[src/rtl/wb_soc_reg_pkg.sv]
// Shared constants for the video-in Wishbone register slave.
package wb_soc_reg_pkg;

    // Word offsets, decoded on ADR_I[3:2]
    localparam logic [1:0] ADDR_OFS = 2'd0;
    localparam logic [1:0] IRQ_OFS  = 2'd1;

    // Bit positions inside the IRQ register
    localparam int IRQ_BIT  = 0;
    localparam int INIT_BIT = 1;

    // Extract the decoded word offset from a byte address
    function automatic logic [1:0] reg_ofs(input logic [31:0] adr);
        return adr[3:2];
    endfunction

endpackage

[src/rtl/wb_soc_reg_slave.sv]
// Wishbone register slave for the video-in capture path: frame-buffer start
// address register, sticky initialized flag and a latched capture interrupt.
module wb_soc_reg_slave (
    input  logic        p_clk_100mhz,
    input  logic        p_resetn,
    input  logic        raise_irq,
    output logic        irq,
    output logic [31:0] module_register,
    output logic        initialized,
    input  logic [31:0] p_wb_reg_DAT_I,
    output logic [31:0] p_wb_reg_DAT_O,
    input  logic [31:0] p_wb_reg_ADR_I,
    output logic        p_wb_reg_ACK_O,
    input  logic        p_wb_reg_CYC_I,
    output logic        p_wb_reg_ERR_O,
    input  logic        p_wb_reg_LOCK_I,
    output logic        p_wb_reg_RTY_O,
    input  logic [3:0]  p_wb_reg_SEL_I,
    input  logic        p_wb_reg_STB_I,
    input  logic        p_wb_reg_WE_I
);
    import wb_soc_reg_pkg::*;

    logic [31:0] addr_q, addr_d;
    logic        init_q, init_d;
    logic        irq_q, irq_d;
    logic        raise_irq_q;
    logic [31:0] dat_q, dat_d;
    logic        ack_q, ack_d;

    logic        acc, wr, rd;
    logic [1:0]  ofs;
    logic        irq_set, irq_clr;
    logic [31:0] rdata;

    // LOCK and the undecoded address bits have no function in this block
    logic unused_inputs;
    assign unused_inputs = ^{p_wb_reg_LOCK_I, p_wb_reg_ADR_I[31:4], p_wb_reg_ADR_I[1:0]};

    // Decode, byte-lane write, interrupt edge detect and read mux
    always_comb begin
        // A cycle is accepted only when ACK is low, so a held STB gets one ACK per two cycles
        acc     = p_wb_reg_CYC_I & p_wb_reg_STB_I & ~ack_q;
        wr      = acc & p_wb_reg_WE_I;
        rd      = acc & ~p_wb_reg_WE_I;
        ofs     = reg_ofs(p_wb_reg_ADR_I);
        ack_d   = acc;

        addr_d  = addr_q;
        for (int i = 0; i < 4; i++) begin
            if (wr && (ofs == ADDR_OFS) && p_wb_reg_SEL_I[i]) begin
                addr_d[8*i +: 8] = p_wb_reg_DAT_I[8*i +: 8];
            end
        end
        init_d  = init_q | (wr && (ofs == ADDR_OFS) && (p_wb_reg_SEL_I != 4'd0));

        // A new capture event beats a simultaneous CPU clear
        irq_set = raise_irq & ~raise_irq_q;
        irq_clr = wr && (ofs == IRQ_OFS) && p_wb_reg_SEL_I[0] && p_wb_reg_DAT_I[0];
        if (irq_set) begin
            irq_d = 1'b1;
        end else if (irq_clr) begin
            irq_d = 1'b0;
        end else begin
            irq_d = irq_q;
        end

        rdata = 32'd0;
        case (ofs)
            ADDR_OFS: rdata = addr_q;
            IRQ_OFS: begin
                rdata[IRQ_BIT]  = irq_q;
                rdata[INIT_BIT] = init_q;
            end
            default: rdata = 32'd0;
        endcase
        dat_d = rd ? rdata : dat_q;
    end

    // State registers, all cleared by the async reset
    always_ff @(posedge p_clk_100mhz or negedge p_resetn) begin
        if (!p_resetn) begin
            addr_q      <= 32'd0;
            init_q      <= 1'b0;
            irq_q       <= 1'b0;
            raise_irq_q <= 1'b0;
            dat_q       <= 32'd0;
            ack_q       <= 1'b0;
        end else begin
            addr_q      <= addr_d;
            init_q      <= init_d;
            irq_q       <= irq_d;
            raise_irq_q <= raise_irq;
            dat_q       <= dat_d;
            ack_q       <= ack_d;
        end
    end

    assign module_register = addr_q;
    assign initialized     = init_q;
    assign irq             = irq_q;
    assign p_wb_reg_DAT_O  = dat_q;
    assign p_wb_reg_ACK_O  = ack_q;
    assign p_wb_reg_ERR_O  = 1'b0;
    assign p_wb_reg_RTY_O  = 1'b0;

endmodule

[config.mk]
export PLATFORM = sky130hd
export DESIGN_NAME = wb_soc_reg_slave
export DESIGN_NICKNAME = d
export VERILOG_FILES = /design/src/rtl/wb_soc_reg_pkg.sv /design/src/rtl/wb_soc_reg_slave.sv
export SDC_FILE = /design/constraint.sdc
export NUM_CORES = 1
export LEC_CHECK = 0
export ABC_AREA = 1
export CORE_ASPECT_RATIO = 0.8
export CORE_MARGIN = 2
export CORE_UTILIZATION = 38
export CTS_BUF_LIST = sky130_fd_sc_hd__clkbuf_4 sky130_fd_sc_hd__clkbuf_8
export DETAILED_ROUTE_END_ITERATION = 7
export GPL_TIMING_DRIVEN = 0
export PLACE_DENSITY = 0.86
export REMOVE_ABC_BUFFERS = 1
export SYNTH_ARGS = -nofsm -noshare
export SYNTH_HDL_FRONTEND = slang
export SYNTH_SLANG_ARGS = --single-unit
[constraint.sdc]
create_clock -name p_clk_100mhz -period 1.3 [get_ports p_clk_100mhz]
set_clock_uncertainty 0.2 [all_clocks]
set_input_delay 0.325 -clock p_clk_100mhz [delete_from_list [all_inputs] [get_ports p_clk_100mhz]]
set_output_delay 0.325 -clock p_clk_100mhz [all_outputs]
set_load 0.01 [all_outputs]
Word level (Yosys, flattened, before mapping) --
Cells that the tools add are included.
Word-level totals: bits in registers 68, latch bits 0, RAM bits 0, bits in read-only memories 0, bits of input ports 75, output and inout port bits 69, logic and storage cells 35, memories kept 0
Operators by class: $add $sub $neg 0, $mul 0, divide/modulo/power cells 0, $lt $le $gt $ge 0, eq/ne operators 1, shifts and indexed selects 0, multiplexer cells 4, bitwise operators 9, reductions and logical operators 12
Operators with widths (number):
- $mux 30 | 1
- $logic_and 1x1->1 | 9
- $and 1x1->1 | 5
- $pmux 2 s2 | 1
- $reduce_bool 4->1 | 1
- $not 1->1 | 3
- $eq 2x1->1 const B | 1
- $logic_not 2->1 | 1
- $mux 1 | 2
- $reduce_bool 2->1 | 1
- $or 1x1->1 | 1

Longest topological paths before layout --
Gate-level depths: netlist of run 1.
word-level depth 8, gate-level depth with buffers 6, depth with buffers taken out 6

Worst setup path after synthesis of run 1 --
No wires, ideal clock.
kind reg-to-reg, start point register ack_q (netlist: p_wb_reg_ACK_O), end point register addr_q[31] (netlist: module_register[31]), library setup time 0.065 ns, arrival 1.092 ns, data required time 1.035 ns, slack -0.057 ns, stages on the path, launching flop included 7, buffers on the path 1, clock period less this slack 1.357 ns, path through dfrtp_1 inv_1 nand3_4 nor2_4 buf_6 nand4_1 nand2_1
Between the ends: longest elaborated chain between the ends 5
Ends and longest elaborated chain:
- from (decl) | line wb_soc_reg_slave.sv:29 | logic ack_q, ack_d;
- from (signal assigned) | line wb_soc_reg_slave.sv:95 | ack_q <= ack_d;
- $not 1->1 | line wb_soc_reg_slave.sv:43 | acc = p_wb_reg_CYC_I & p_wb_reg_STB_I & ~ack_q;
- $and 1x1->1 | line wb_soc_reg_slave.sv:43
- $and 1x1->1 | line wb_soc_reg_slave.sv:44 | wr = acc & p_wb_reg_WE_I;
- $logic_and 1x1->1 (2 in a row) | line wb_soc_reg_slave.sv:51 | if (wr && (ofs == ADDR_OFS) && p_wb_reg_SEL_I[i]) begin
- to (signal assigned) | line wb_soc_reg_slave.sv:90 | addr_q <= addr_d;
- to (decl) | line wb_soc_reg_slave.sv:24 | logic [31:0] addr_q, addr_d;
No other way between the ends. A chain may end at the register's enable or synchronous reset.

Final worst setup path of run 1 --
start point register ack_q (netlist: p_wb_reg_ACK_O), end point register addr_q[17] (netlist: module_register[17])
Same word-level chain as after synthesis.

==> results of run 1 <==
layout by cell type (no fill, tap or decap), types with 2 or more instances in the layout:
master,instances
dlygate4sd2_1,6
nand3_2,11
inv_1,4
nand2_2,2
clkdlybuf4s50_1,33
buf_12,4
clkbuf_2,2
nand3_4,3
buf_2,61
clkbuf_8,10
nand3_1,21
buf_4,48
o21ai_1,16
nand4_1,36
buf_6,15
nor2_1,3
clkinv_2,3
nor2_4,6
o21ai_0,17
nand2_1,108
conb_1,2
dfrtp_1,68
state kept, by name (all words and copies together) (netlist names):
name / flops
module_register: 32
irq: 1
raise_irq_q: 1
p_wb_reg_ACK_O: 1
initialized: 1
p_wb_reg_DAT_O: 32
metal layers:
layer  track usage  vias up
met3        0.0581       18
met5             0        -
met4        0.0813        0
li1              -     1410
met1         0.328     1515
met2         0.382      140
cell type report:
type	count	area, um2
fill	652	2890
clock inverter	3	15.0
clock buffer	11	145
inverter	5	18.8
sequential	68	1700
multi-input combinational	226	1170
timing repair buffer	171	1360
tap	105	131
power by group through the flow:
stage	combinational [mW]	sequential (mW)	clock (mW)
finish	1.46	2.52	1.49
detailed placement	1.20	2.59	0
global placement	1.17	2.58	0
floorplan	0.269	2.69	0
global route	1.58	2.54	1.64
CTS	1.33	2.51	1.53
timing repair:
action	CTS	global route
setup buffers	50	9
setup endpoints to repair	133	133
gates resized for setup	302	35
gates cloned	5	1
endpoints found under the hold margin	68	68
pin swaps	11	5
worst max-delay path by stage:
stage / startpoint / endpoint / cells past startpoint
finish: p_wb_reg_ACK_O / module_register[17] / 6
global route: p_wb_reg_ACK_O / module_register[17] / 6
CTS: p_wb_reg_ACK_O / irq / 7
detailed placement: p_wb_reg_WE_I / irq / 6
global placement: p_resetn / module_register[27] / 1
floorplan: p_wb_reg_ADR_I[3] / module_register[0] / 4
metrics by stage:
step | hold slack (ns) | setup WS [ns]
finish | -0.113 | -0.186
global route | -0.0306 | -0.274
CTS | -0.0847 | -0.160
detailed placement | 0.284 | -1.89
global placement | 0.269 | -2.49
floorplan | -0.171 | -0.652
kinds of logic (layout without fill, tap and decap cells):
logic type	count (synthesis)	after routing	share of synthesized area
simple gates	186	191	0.299
flops	68	68	0.583
compound gates	33	33	0.0566
buf+inv	31	190	0.0596
other cells	1	2	0.00129
==> impl_metrics.toml, run 1 <==
[yosys]
yosysWarnings = 0
synth.top_cell.area_share = 0.583
synth.largest_area_cell = "dfrtp_1"
synth_ff_type = "dfrtp_1"
synth_common_cells = "110 x nand2_1, 68 x dfrtp_1, 36 x nand4_1"
yosys-top-cells-area = "dfrtp_1 58%, nand2_1 14%, nand4_1 7.7%"
seq_area_frac_synth = 0.583
ys_ff_latch = 68
synth_edf_count = 0
syn_avg_cell_area_um2 = 9.14
syn_inst = 319
synth_cell_types = 14
async_reset_ff_frac = 1.00
yosysMostFrequentCell = "nand2_1"
netlist_area_um2 = 2920

[timing]
slew_headroom = 0.432
final-setup-viol-count = 133
rsz0062_at_grt = "yes"
fin_crit_sh = 1.14
finalSetupTns_ns = -15.54
drv_slew = 0
layout_setup_ws_ns = -0.186
holdWs_ns = -0.113
worst_pin_slew_ns = 0.852
max_freq_mhz = 673
hold_viol = 68
min_period_ns = 1.49

[critical_path]
r2r-start = "p_wb_reg_ACK_O"
worst_path_max_delay_cell = "dfrtp_1"
crit_family = "simple AND/OR/NAND/NOR gates"
path_buf_inv = 2
timing.rr.end = "module_register[17]"
rrSetupSlack_ns = -0.19
crit_chain = "inv_2 > nand3_4 > nor2_4 > buf_12 > nand4_1 > nand2_1"
start_kind = "flip-flop"
cpPeakStageDelay_ns = 0.40
path_class = "reg -> reg"
arrival_ns = 1.56
endpoint_kind = "flip-flop"
ff2ff_path_depth = 6
required_ns = 1.38
path_max_fanout = 13

[floorplanning]
die_w_um = 102
ios = 144
initial_core_util = 0.393
row_count = 28
die_h_um = 82.4
core_area_um2 = 7430
dieArea_um2 = 8400

[global_route]
grt_max_degree = 69
grt_antenna_before_repair = 0
track_usage = 0.241
overflow = 0
grt_pass1_wl_um = 15100
grt_pass1_vias = 2939

[finish]
final_util = 0.611
area_delta_synth_final_pct = 55.5
diodes = 0
design.final.nets = 556
final_cell_area_um2 = 4540
layout-drive-gt1-share = 0.351
final_cells = 589

[routing]
antenna_left = 0
first_pass_iters = 4
drt-initial-drc-count = 110
wl_met2_um = 4920
drc = 0
top_layer_used = "met4"
routedWlPerCell_um = 17.5
wl_um = 10300
wl_met1_um = 4330
via_per_inst = 5.23
met3WireLength_um = 814
vias = 3083

[flow_run]
maxCapViolCount = 0

[clock_tree]
cts_tree = "yes"
clock-sinks = 68
htreeDepth = 3
clockBufferDepth = 2
path_clk_slew_ns = 0.07
clock-root-buffer = "clkbuf_8"
clk_latency_ns = 0.34
numCtsBuffers = 9

[placement]
place_area_um2 = 4020
dp_hpwl_um = 5060
port_buffers = 110
placed_cells = 510
gp_congestion = 0.801

[pwr]
switchingPower_mw = 1.64
p_seq_frac = 0.461
swShare = 0.300
power_frac_comb = 0.266
ir_worst_vdd_mv = 0.677
clkPwrFrac = 0.273
power_leakage_nw = 2.48
cellPowerDensity_nw_per_um2 = 1210
internal_power_mw = 3.83
power_mw = 5.47

[status]
violations = "hold timing, setup timing"
status = "complete, but fails checks"

[hold_path]
hold_path_class = "in -> async"
Power figures use the tool's default switching activity.
==> run 2, diff against run 1 <==
--- a/config.mk
+++ b/config.mk
@@ -10,6 +10,7 @@
 export CORE_MARGIN = 2
 export CORE_UTILIZATION = 38
 export CTS_BUF_LIST = sky130_fd_sc_hd__clkbuf_4 sky130_fd_sc_hd__clkbuf_8
+export CTS_CLUSTER_SIZE = 8
 export DETAILED_ROUTE_END_ITERATION = 7
 export GPL_TIMING_DRIVEN = 0
 export PLACE_DENSITY = 0.86
==> results of run 2 <==
Final layout, timing and power as in run 1 (identical DEF).
==> run 3, diff against run 2 <==
--- a/config.mk
+++ b/config.mk
@@ -12,9 +12,11 @@
 export CTS_BUF_LIST = sky130_fd_sc_hd__clkbuf_4 sky130_fd_sc_hd__clkbuf_8
 export CTS_CLUSTER_SIZE = 8
 export DETAILED_ROUTE_END_ITERATION = 7
+export GPL_ROUTABILITY_DRIVEN = 0
 export GPL_TIMING_DRIVEN = 0
 export PLACE_DENSITY = 0.86
 export REMOVE_ABC_BUFFERS = 1
 export SYNTH_ARGS = -nofsm -noshare
 export SYNTH_HDL_FRONTEND = slang
 export SYNTH_SLANG_ARGS = --single-unit
+export TNS_END_PERCENT = 50
==> run 3 against run 2 <==
  * The flow still finishes with violations (hold timing, setup timing)
  * Critical path type unchanged
  * Critical endpoint unchanged
  * Count of clock-buffer cells in the layout is the same
  * Highest routed layer unchanged
  * Core utilization shrank 0.91 points
  * Via count shrank 0.78%
  * Critical path depth is the same
  * Sequential power is essentially flat
  * Wire length shrank 2.4%
  * Fmax shrank 1.3%
  * Power shrank 1.6%
  * Clock power is essentially flat
  * Final cell count shrank 1.5%
==> impl_metrics.toml, run 3 (synthesis results as in run 1) <==
[critical_path]
endpoint_kind = "flip-flop"
arrival_ns = 1.58
path_buf_inv = 2
start_kind = "flip-flop"
cpPeakStageDelay_ns = 0.40
required_ns = 1.37
worst_path_max_delay_cell = "dfrtp_1"
path_max_fanout = 13
crit_family = "simple AND/OR/NAND/NOR gates"
path_class = "reg -> reg"
crit_chain = "inv_2 > nand3_4 > nor2_4 > buf_12 > nand4_1 > nand2_1"

[timing]
slew_headroom = 0.431
layout_setup_ws_ns = -0.205
worst_pin_slew_ns = 0.854
rsz0062_at_grt = "yes"
min_period_ns = 1.51
max_freq_mhz = 664
holdWs_ns = -0.106
hold_viol = 68
fin_crit_sh = 1.16
drv_slew = 0
final-setup-viol-count = 133

[global_route]
grt_pass1_vias = 2935
grt_max_degree = 69
overflow = 0
grt_antenna_before_repair = 0
track_usage = 0.241
grt_pass1_wl_um = 15100

[finish]
nFillCells = 663
multi_input_area_um2 = 1170
design.final.nets = 547
final_common_cell = "nand2_1"
final_cells = 580
diodes = 0
layout-drive-gt1-share = 0.339
area_delta_synth_final_pct = 53.2
final_cell_mix = "108 x nand2_1, 68 x dfrtp_1, 61 x buf_2, 39 x buf_4, 36 x nand4_1"
final_util = 0.602
final-seq-area_um2 = 1700
final_cell_area_um2 = 4470

[floorplanning]
die_w_um = 102
initial_core_util = 0.393
dieArea_um2 = 8400
core_area_um2 = 7430
die_h_um = 82.4
ios = 144
row_count = 28

[routing]
drc = 0
via_per_inst = 5.27
routedWlPerCell_um = 17.3
first_pass_iters = 4
drt-initial-drc-count = 99
wl_um = 10000
antenna_left = 0
vias = 3059

[pwr]
power_leakage_nw = 2.44
cellPowerDensity_nw_per_um2 = 1200
ir_worst_vdd_mv = 0.673

[clock_tree]
clock-sinks = 68
clk_latency_ns = 0.34
htreeDepth = 3
numCtsBuffers = 9
clock-root-buffer = "clkbuf_8"
cts_tree = "yes"
clockBufferDepth = 2
path_clk_slew_ns = 0.07

[status]
violations = "hold timing, setup timing"
status = "complete, but fails checks"

[placement]
place_area_um2 = 4020
dp_hpwl_um = 5060
post-place-ws_ns = -1.89
port_buffers = 110
placed_cells = 510

[hold_path]
hold_path_class = "in -> async"

[flow_run]
maxCapViolCount = 0
==> run 3: per-layer routing <==
layer | GRT usage | routed length (um) | part of all wire
met1 | 0.327 | 4330 | 0.43
met2 | 0.382 | 4780 | 0.48
met3 | 0.0581 | 717 | 0.071
met4 | 0.0813 | 218 | 0.022
met5 | 0 | 0 | 0
==> run 3: cell type report <==
class | count | share of cell area
Tap cell | 105 | 0.0294
Multi-Input combinational cell | 226 | 0.262
Clock inverter | 3 | 0.00336
Sequential cell | 68 | 0.381
Clock buffer | 11 | 0.0325
Timing Repair Buffer | 162 | 0.288
Inverter | 5 | 0.00420
==> run 3: worst paths after layout <==
check                                   start             endpoint  slack, ns  cells after the start
setup / recovery               p_wb_reg_ACK_O  module_register[17]      -0.21                      6
setup reg to reg               p_wb_reg_ACK_O  module_register[17]      -0.21                      6
min in group p_clk_100mhz           raise_irq          raise_irq_q       0.27                      1
hold / removal                       p_resetn   p_wb_reg_DAT_O[15]      -0.11                      1
hold reg to reg            p_wb_reg_DAT_O[19]   p_wb_reg_DAT_O[19]       0.29                      2
max in group asynchronous            p_resetn   p_wb_reg_DAT_O[25]       0.45                      1
==> run 3: repair_timing <==
item                       in CTS  in global routing
gates resized for setup       302                 35
cloned                          5                  1
buffers inserted               49                  1
setup endpoints to repair     133                133
pin swaps                      11                  5
hold endpoints to repair       68                 68
==> run 3: metrics by stage <==
stage / hold slack [ns] / TNS [ns] / power (mW)
after CTS: -0.0847 / -14.95 / 5.36
after global placement: 0.269 / -289.59 / 3.75
after floorplan: -0.171 / -32.70 / 2.95
after detailed placement: 0.284 / -123.11 / 3.79
final: -0.106 / -15.84 / 5.38
after global routing: -0.0305 / -23.12 / 5.68
==> run 3: power by group <==
group | switching, mW | total (mW) | internal (mW) | leakage [nW]
combinational | 0.712 | 1.38 | 0.666 | 1.45
sequential | 0.153 | 2.52 | 2.37 | 0.902
clock | 0.748 | 1.48 | 0.735 | 0.0882
